--- config.mk ---
export PLATFORM = sky130hd
export DESIGN_NAME = afifo_wptr_full
export DESIGN_NICKNAME = d
export VERILOG_FILES = /design/src/rtl/afifo_wptr_full.sv
export SDC_FILE = /design/constraint.sdc
export NUM_CORES = 1
export LEC_CHECK = 0
export CAP_MARGIN = 40
export CORE_ASPECT_RATIO = 1.25
export CORE_MARGIN = 5
export CORE_UTILIZATION = 48
export DETAILED_ROUTE_END_ITERATION = 7
export GPL_ROUTABILITY_DRIVEN = 0
export PLACE_DENSITY_LB_ADDON = 0.3
export SYNTH_ARGS = -nofsm -noshare
export SYNTH_HDL_FRONTEND = slang
export SYNTH_SLANG_ARGS = --single-unit
--- constraint.sdc ---
create_clock -name clk -period 4.3 [get_ports clk]
set_input_delay 0.645 -clock clk [delete_from_list [all_inputs] [get_ports clk]]
set_output_delay 0.645 -clock clk [all_outputs]
set_load 0.05 [all_outputs]
--- src/rtl/afifo_wptr_full.sv ---
`default_nettype none
//------------------------------------------------------------------------------
// Module      : afifo_wptr_full
// Description : Write-side pointer, Gray pointer, full / level / overflow flags
//               of an asynchronous FIFO, entirely in the write clock domain.
//               Optional almost-full flag guarded by macro AFIFO_ALMOST_FULL_EN.
// Revision    : 1.0 - initial release
//------------------------------------------------------------------------------
module afifo_wptr_full #(
    parameter int ADDR_WIDTH            = 4,
    parameter int ALMOST_FULL_THRESHOLD = 2
) (
    input  logic                  clk,
    input  logic                  reset,
    input  logic                  wr_en_i,
    input  logic [ADDR_WIDTH:0]   rptr_gray_sync_i,
    output logic [ADDR_WIDTH-1:0] waddr_o,
    output logic                  wr_accept_o,
    output logic [ADDR_WIDTH:0]   wptr_gray_o,
    output logic                  full_o,
    output logic [ADDR_WIDTH:0]   level_o,
    output logic                  overflow_o,
    output logic                  almost_full_o
);

    // Elaboration-time sanity checks on the configuration.
    if (ADDR_WIDTH < 2) begin : g_addr_width_check
        $error("afifo_wptr_full: ADDR_WIDTH must be >= 2");
    end
    if (ALMOST_FULL_THRESHOLD < 0) begin : g_threshold_check
        $error("afifo_wptr_full: ALMOST_FULL_THRESHOLD must be >= 0");
    end

    logic [ADDR_WIDTH:0] r_wbin;
    logic [ADDR_WIDTH:0] r_wgray;
    logic                r_full;
    logic [ADDR_WIDTH:0] r_level;
    logic                r_overflow;

    logic                w_accept;
    logic [ADDR_WIDTH:0] w_wbin_next;
    logic [ADDR_WIDTH:0] w_wgray_next;
    logic [ADDR_WIDTH:0] w_rptr_full_cmp;
    logic [ADDR_WIDTH:0] w_rbin;
    logic [ADDR_WIDTH:0] w_level_next;
    logic                w_full_next;

    // The accept decision uses the registered full flag, so a write arriving in
    // the same cycle the read pointer frees a slot is still rejected.
    assign w_accept     = wr_en_i & ~r_full;
    assign w_wbin_next  = r_wbin + (ADDR_WIDTH+1)'(w_accept);
    assign w_wgray_next = w_wbin_next ^ (w_wbin_next >> 1);

    // Full when the write pointer is exactly one lap ahead: top two Gray bits
    // inverted, remaining bits equal.
    assign w_rptr_full_cmp = {~rptr_gray_sync_i[ADDR_WIDTH:ADDR_WIDTH-1],
                              rptr_gray_sync_i[ADDR_WIDTH-2:0]};
    assign w_full_next     = (w_wgray_next == w_rptr_full_cmp);

    // Gray to binary: each binary bit is the XOR of all Gray bits at and above it.
    for (genvar i = 0; i <= ADDR_WIDTH; i++) begin : g_gray2bin
        assign w_rbin[i] = ^(rptr_gray_sync_i >> i);
    end

    assign w_level_next = w_wbin_next - w_rbin;

    always_ff @(posedge clk) begin
        if (reset) begin
            r_wbin     <= '0;
            r_wgray    <= '0;
            r_full     <= 1'b0;
            r_level    <= '0;
            r_overflow <= 1'b0;
        end else begin
            r_wbin     <= w_wbin_next;
            r_wgray    <= w_wgray_next;
            r_full     <= w_full_next;
            r_level    <= w_level_next;
            r_overflow <= r_overflow | (wr_en_i & r_full);
        end
    end

`ifdef AFIFO_ALMOST_FULL_EN
    localparam logic [ADDR_WIDTH+1:0] c_DEPTH = (ADDR_WIDTH+2)'(2**ADDR_WIDTH);
    // Thresholds beyond the depth simply mean "always almost full".
    localparam logic [ADDR_WIDTH+1:0] c_AF_THRESH =
        (ALMOST_FULL_THRESHOLD >= 2**ADDR_WIDTH) ? c_DEPTH
                                                 : (ADDR_WIDTH+2)'(ALMOST_FULL_THRESHOLD);

    logic                  r_almost_full;
    logic [ADDR_WIDTH+1:0] w_free_next;

    assign w_free_next = c_DEPTH - {1'b0, w_level_next};

    always_ff @(posedge clk) begin
        if (reset) begin
            r_almost_full <= 1'b0;
        end else begin
            r_almost_full <= (w_free_next <= c_AF_THRESH);
        end
    end

    assign almost_full_o = r_almost_full;
`else
    assign almost_full_o = 1'b0;
`endif

    assign waddr_o     = r_wbin[ADDR_WIDTH-1:0];
    assign wr_accept_o = w_accept;
    assign wptr_gray_o = r_wgray;
    assign full_o      = r_full;
    assign level_o     = r_level;
    assign overflow_o  = r_overflow;

endmodule
`default_nettype wire

# == Yosys cells after proc, flatten, opt, wreduce, memory -nomap -nowiden ==
# Index checks and enable logic that the tools add are counted.
# totals
mem_bits_rw,0
latchBits,0
reg_bits,17
output_inout_bits,18
n_memories,0
rom_bits,0
inputBits,8
# op_classes
shift,0
bitwise,6
n_mul,0
div_mod_pow,0
n_eq_ne,1
addsub,2
n_reduce_logical,5
mux,0
n_lt_le_gt_ge,0
# op_table
operator,n
parity 5 bit,5
adder 5 x 1 -> 5 bit,1
equality test 5 bit,1
subtractor 5 bit,1
XOR 5 x 4 -> 5 bit,1
AND 1 bit,2
NOT 2 bit,1
NOT 1 bit,1
bitwise OR 1 bit,1

# == Depth between registers and ports, before layout ==
# depth
depth_word,5
mapped_depth,11
ltp_nobuf,11

# == Worst setup path after synthesis ==
# OpenSTA, ideal clock, no wires.
# synth_path
path_type,input to register
startpoint,in wr_en_i
endpoint,"reg r_level[4], in the netlist level_o[4]"
cell_stages,9
slack_ns,0.963
required_ns,4.237
arrival_time_ns,3.274
path_buffers,0
cell_sequence,nor2b_1 -> ha_1 -> ha_1 -> xnor2_1 -> inv_1 -> ha_1 -> maj3_1 -> a2111oi_2 -> nand3b_1
# synth_between
elab_chain_len,3
# synth_lines
item,line,source
start: declaration,15,"input logic wr_en_i,"
AND 1 bit,50,assign w_accept = wr_en_i & ~r_full;
adder 5 x 1 -> 5 bit,51,assign w_wbin_next = r_wbin + (ADDR_WIDTH+1)'(w_accept);
net w_wbin_next[2],41,logic [ADDR_WIDTH:0] w_wbin_next;
subtractor 5 bit,65,assign w_level_next = w_wbin_next - w_rbin;
end signal: assignment,78,r_level <= w_level_next;
end: declaration,37,logic [ADDR_WIDTH:0] r_level;
# The timed path passes the listed nets, and every way through them passes these cells.
# A chain may end at the register's enable or synchronous reset.

# == Worst setup path after layout ==
# Ends and elaborated chain as after synthesis.

==> flow_summary.ini <==
[power_and_ir_drop]
vdd_ir_drop_max_v = 0.000264
p_total_mw = 0.454
powerDensity_nw_per_um2 = 404
p_leak_nw = 0.465

[detailed_routing]
via_per_inst = 5.10
drc = 0
dr.first_iter.drc_count = 14
wl_met2_um = 803
final_antenna_net_count = 0
drt-total-wl_um = 1580
top_layer_used = met4
wire_per_inst_um = 11.7
first_pass_iters = 4
wl_met1_um = 634
wl_met3_um = 104
via_count = 689

[clock_tree]
max-clock-path-buffers = 2
root_buffer = clkbuf_4
clk_latency_ns = 0.28
cts_hold_buf = 0
cts_made_buffers = 3
cts.htree.levels = 1
clk_pin_slew_ns = 0.09
cts_resized = 0
cts_tree = yes
cts_setup_buffers = 0
cts_sinks = 16

[yosys]
synth-seq-cells = 16
ys_top_cells_by_count = dfxtp_1, nor2_1, xnor2_1
synth-edff-count = 0
synth_flop_cell = dfxtp_1
synthCells = 91
yosysTopAreaCell = dfxtp_1
synth_area_leaders = dfxtp_1, xnor2_1, ha_1, nor2_1, xor2_1
ys_warn_count = 0
synth_area_um2 = 841
yosysSeqAreaShare_pct = 38.1
avgSynthCellArea_um2 = 9.24
synth_top_area_share_pct = 38.1
async_flop_share_pct = 0
syn-num-nets = 105
synth_cell_types = 27

[place]
dpl.cell_count = 131
hpwlAfterDp_um = 1330
io_buffers = 24
pre_cts_slack_ns = 0.859
dpl_cell_area_um2 = 1090

[timing]
max_freq_ghz = 0.320
fin_skew_ns = 0.00236
finalCritPeriodShare_pct = 72.7
max_slew.worst_pin.slew_ns = 0.650
slew_viol_final = 0
finalHoldWorstSlack_ns = 0.493
post-route-min-period_ns = 3.13
slew_headroom_pct = 56.5
fin_ws_ns = 1.17
tns_ns = 0
setup_violations = 0
rsz0062_at_grt = false
hold_viol = 0

[global_route]
grt_antenna_before_repair = 0
grt-ovfl-total = 0
grt_pass1_vias = 674
grt_util_all_layers_pct = 13.6
grt_first_pass_wirelength_um = 2690
grt_max_degree = 17

[floorplan]
die_h_um = 56.8
die_area_um2 = 2690
core_um2 = 1720
fp.dieW_um = 47.4
rows = 17
start_util_pct = 48.8
io-pin-count = 26

[final_layout]
final_area_um2 = 1130
syn_to_final_growth_pct = 33.9
finalNonFillerCells = 135
fin_util_pct = 65.4
drive_gt1_share_pct = 6.90
layout.nets = 131
diodes = 0

[setup_path]
crit_fanout = 5
crit_arrival_ns = 3.35
cp.required_ns = 4.53
path_common_cell = ha_1
cp-end-kind = flip-flop
crit_path_top_delay_cell = clkdlybuf4s50_1
cp-start-kind = input pin
crit_type = in -> reg
cp_slowest_stage_delay_ns = 0.41
crit_chain = clkdlybuf4s50_1, nor2b_1, ha_1, ha_1, xnor2_1, inv_1, ha_1, maj3_1, a2111oi_2, nand3b_1

[worst_hold_path]
holdCritPathClass = reg -> reg

[job]
drv_cap = 0

[outcome]
outcome = finished, final reports clean
## worst max-delay path: cells and delay by family
family | cells | cell delay, ns
compound gates | 1 | 0.33
xor+xnor | 1 | 0.39
fa+ha+maj | 4 | 1.10
buf+inv | 2 | 0.57
simple gates | 2 | 0.31
## cell type report
class	count	area [um^2]
Fill cell	146	597
Multi-Input combinational cell	66	483
Sequential cell	16	320
Timing Repair Buffer	24	240
Clock buffer	4	36.3
Tap cell	19	23.8
Inverter	6	22.5
## layout by cell type, fill, tap and decap left out, drive strengths merged, types with 2 or more instances in the layout
cell type / n
nand2: 3
a21oi: 3
ha: 5
dfxtp: 16
xor2: 6
nor3: 2
nor2: 16
o211ai: 2
clkdlybuf4s50: 24
inv: 6
xnor2: 11
nand3: 4
clkbuf: 4
## final timing paths
| kind | end | from | slack (ns) | depth (start not counted) |
|---|---|---|---|---|
| setup / recovery | level_o[4]$_SDFF_PP0_ | wr_en_i | 1.17 | 10 |
| hold / removal | overflow_o$_SDFF_PP0_ | overflow_o$_SDFF_PP0_ | 0.49 | 2 |
| setup reg to reg | level_o[4]$_SDFF_PP0_ | full_o$_SDFF_PP0_ | 1.68 | 9 |
| hold reg to reg | overflow_o$_SDFF_PP0_ | overflow_o$_SDFF_PP0_ | 0.49 | 2 |
## power breakdown
| group | total, mW | leakage, nW | switching (mW) | internal (mW) |
|---|---|---|---|---|
| clock network | 0.0973 | 0.0210 | 0.0458 | 0.0515 |
| logic | 0.188 | 0.312 | 0.116 | 0.0715 |
| registers | 0.169 | 0.131 | 0.00465 | 0.165 |
## kinds of logic (layout without fill, tap and decap cells)
kind of cell,count (synthesis),in the layout,synth area share (%)
AND/OR/NAND/NOR,32,32,17.9
multiplexers,1,1,1.19
flip-flops,16,16,38.1
buffers and inverters,9,34,4.46
XOR/XNOR,18,18,20.5
AO/OA/AOI/OAI,7,7,6.40
other,1,1,0.446
adder cells (fa/ha/maj),7,7,11.0
## per-layer routing
| layer | GRT usage [%] | vias to the layer above |
|---|---|---|
| li1 | - | 353 |
| met1 | 15.3 | 312 |
| met2 | 23.0 | 20 |
| met3 | 1.28 | 4 |
| met4 | 8.30 | 0 |
| met5 | 0 | - |
## state kept, by name, summed over array words and instances, names as in the netlist
register,flops
wptr_gray_o,4
full_o,1
level_o,5
overflow_o,1
r_wbin,5
Power figures use the tool's default switching activity.
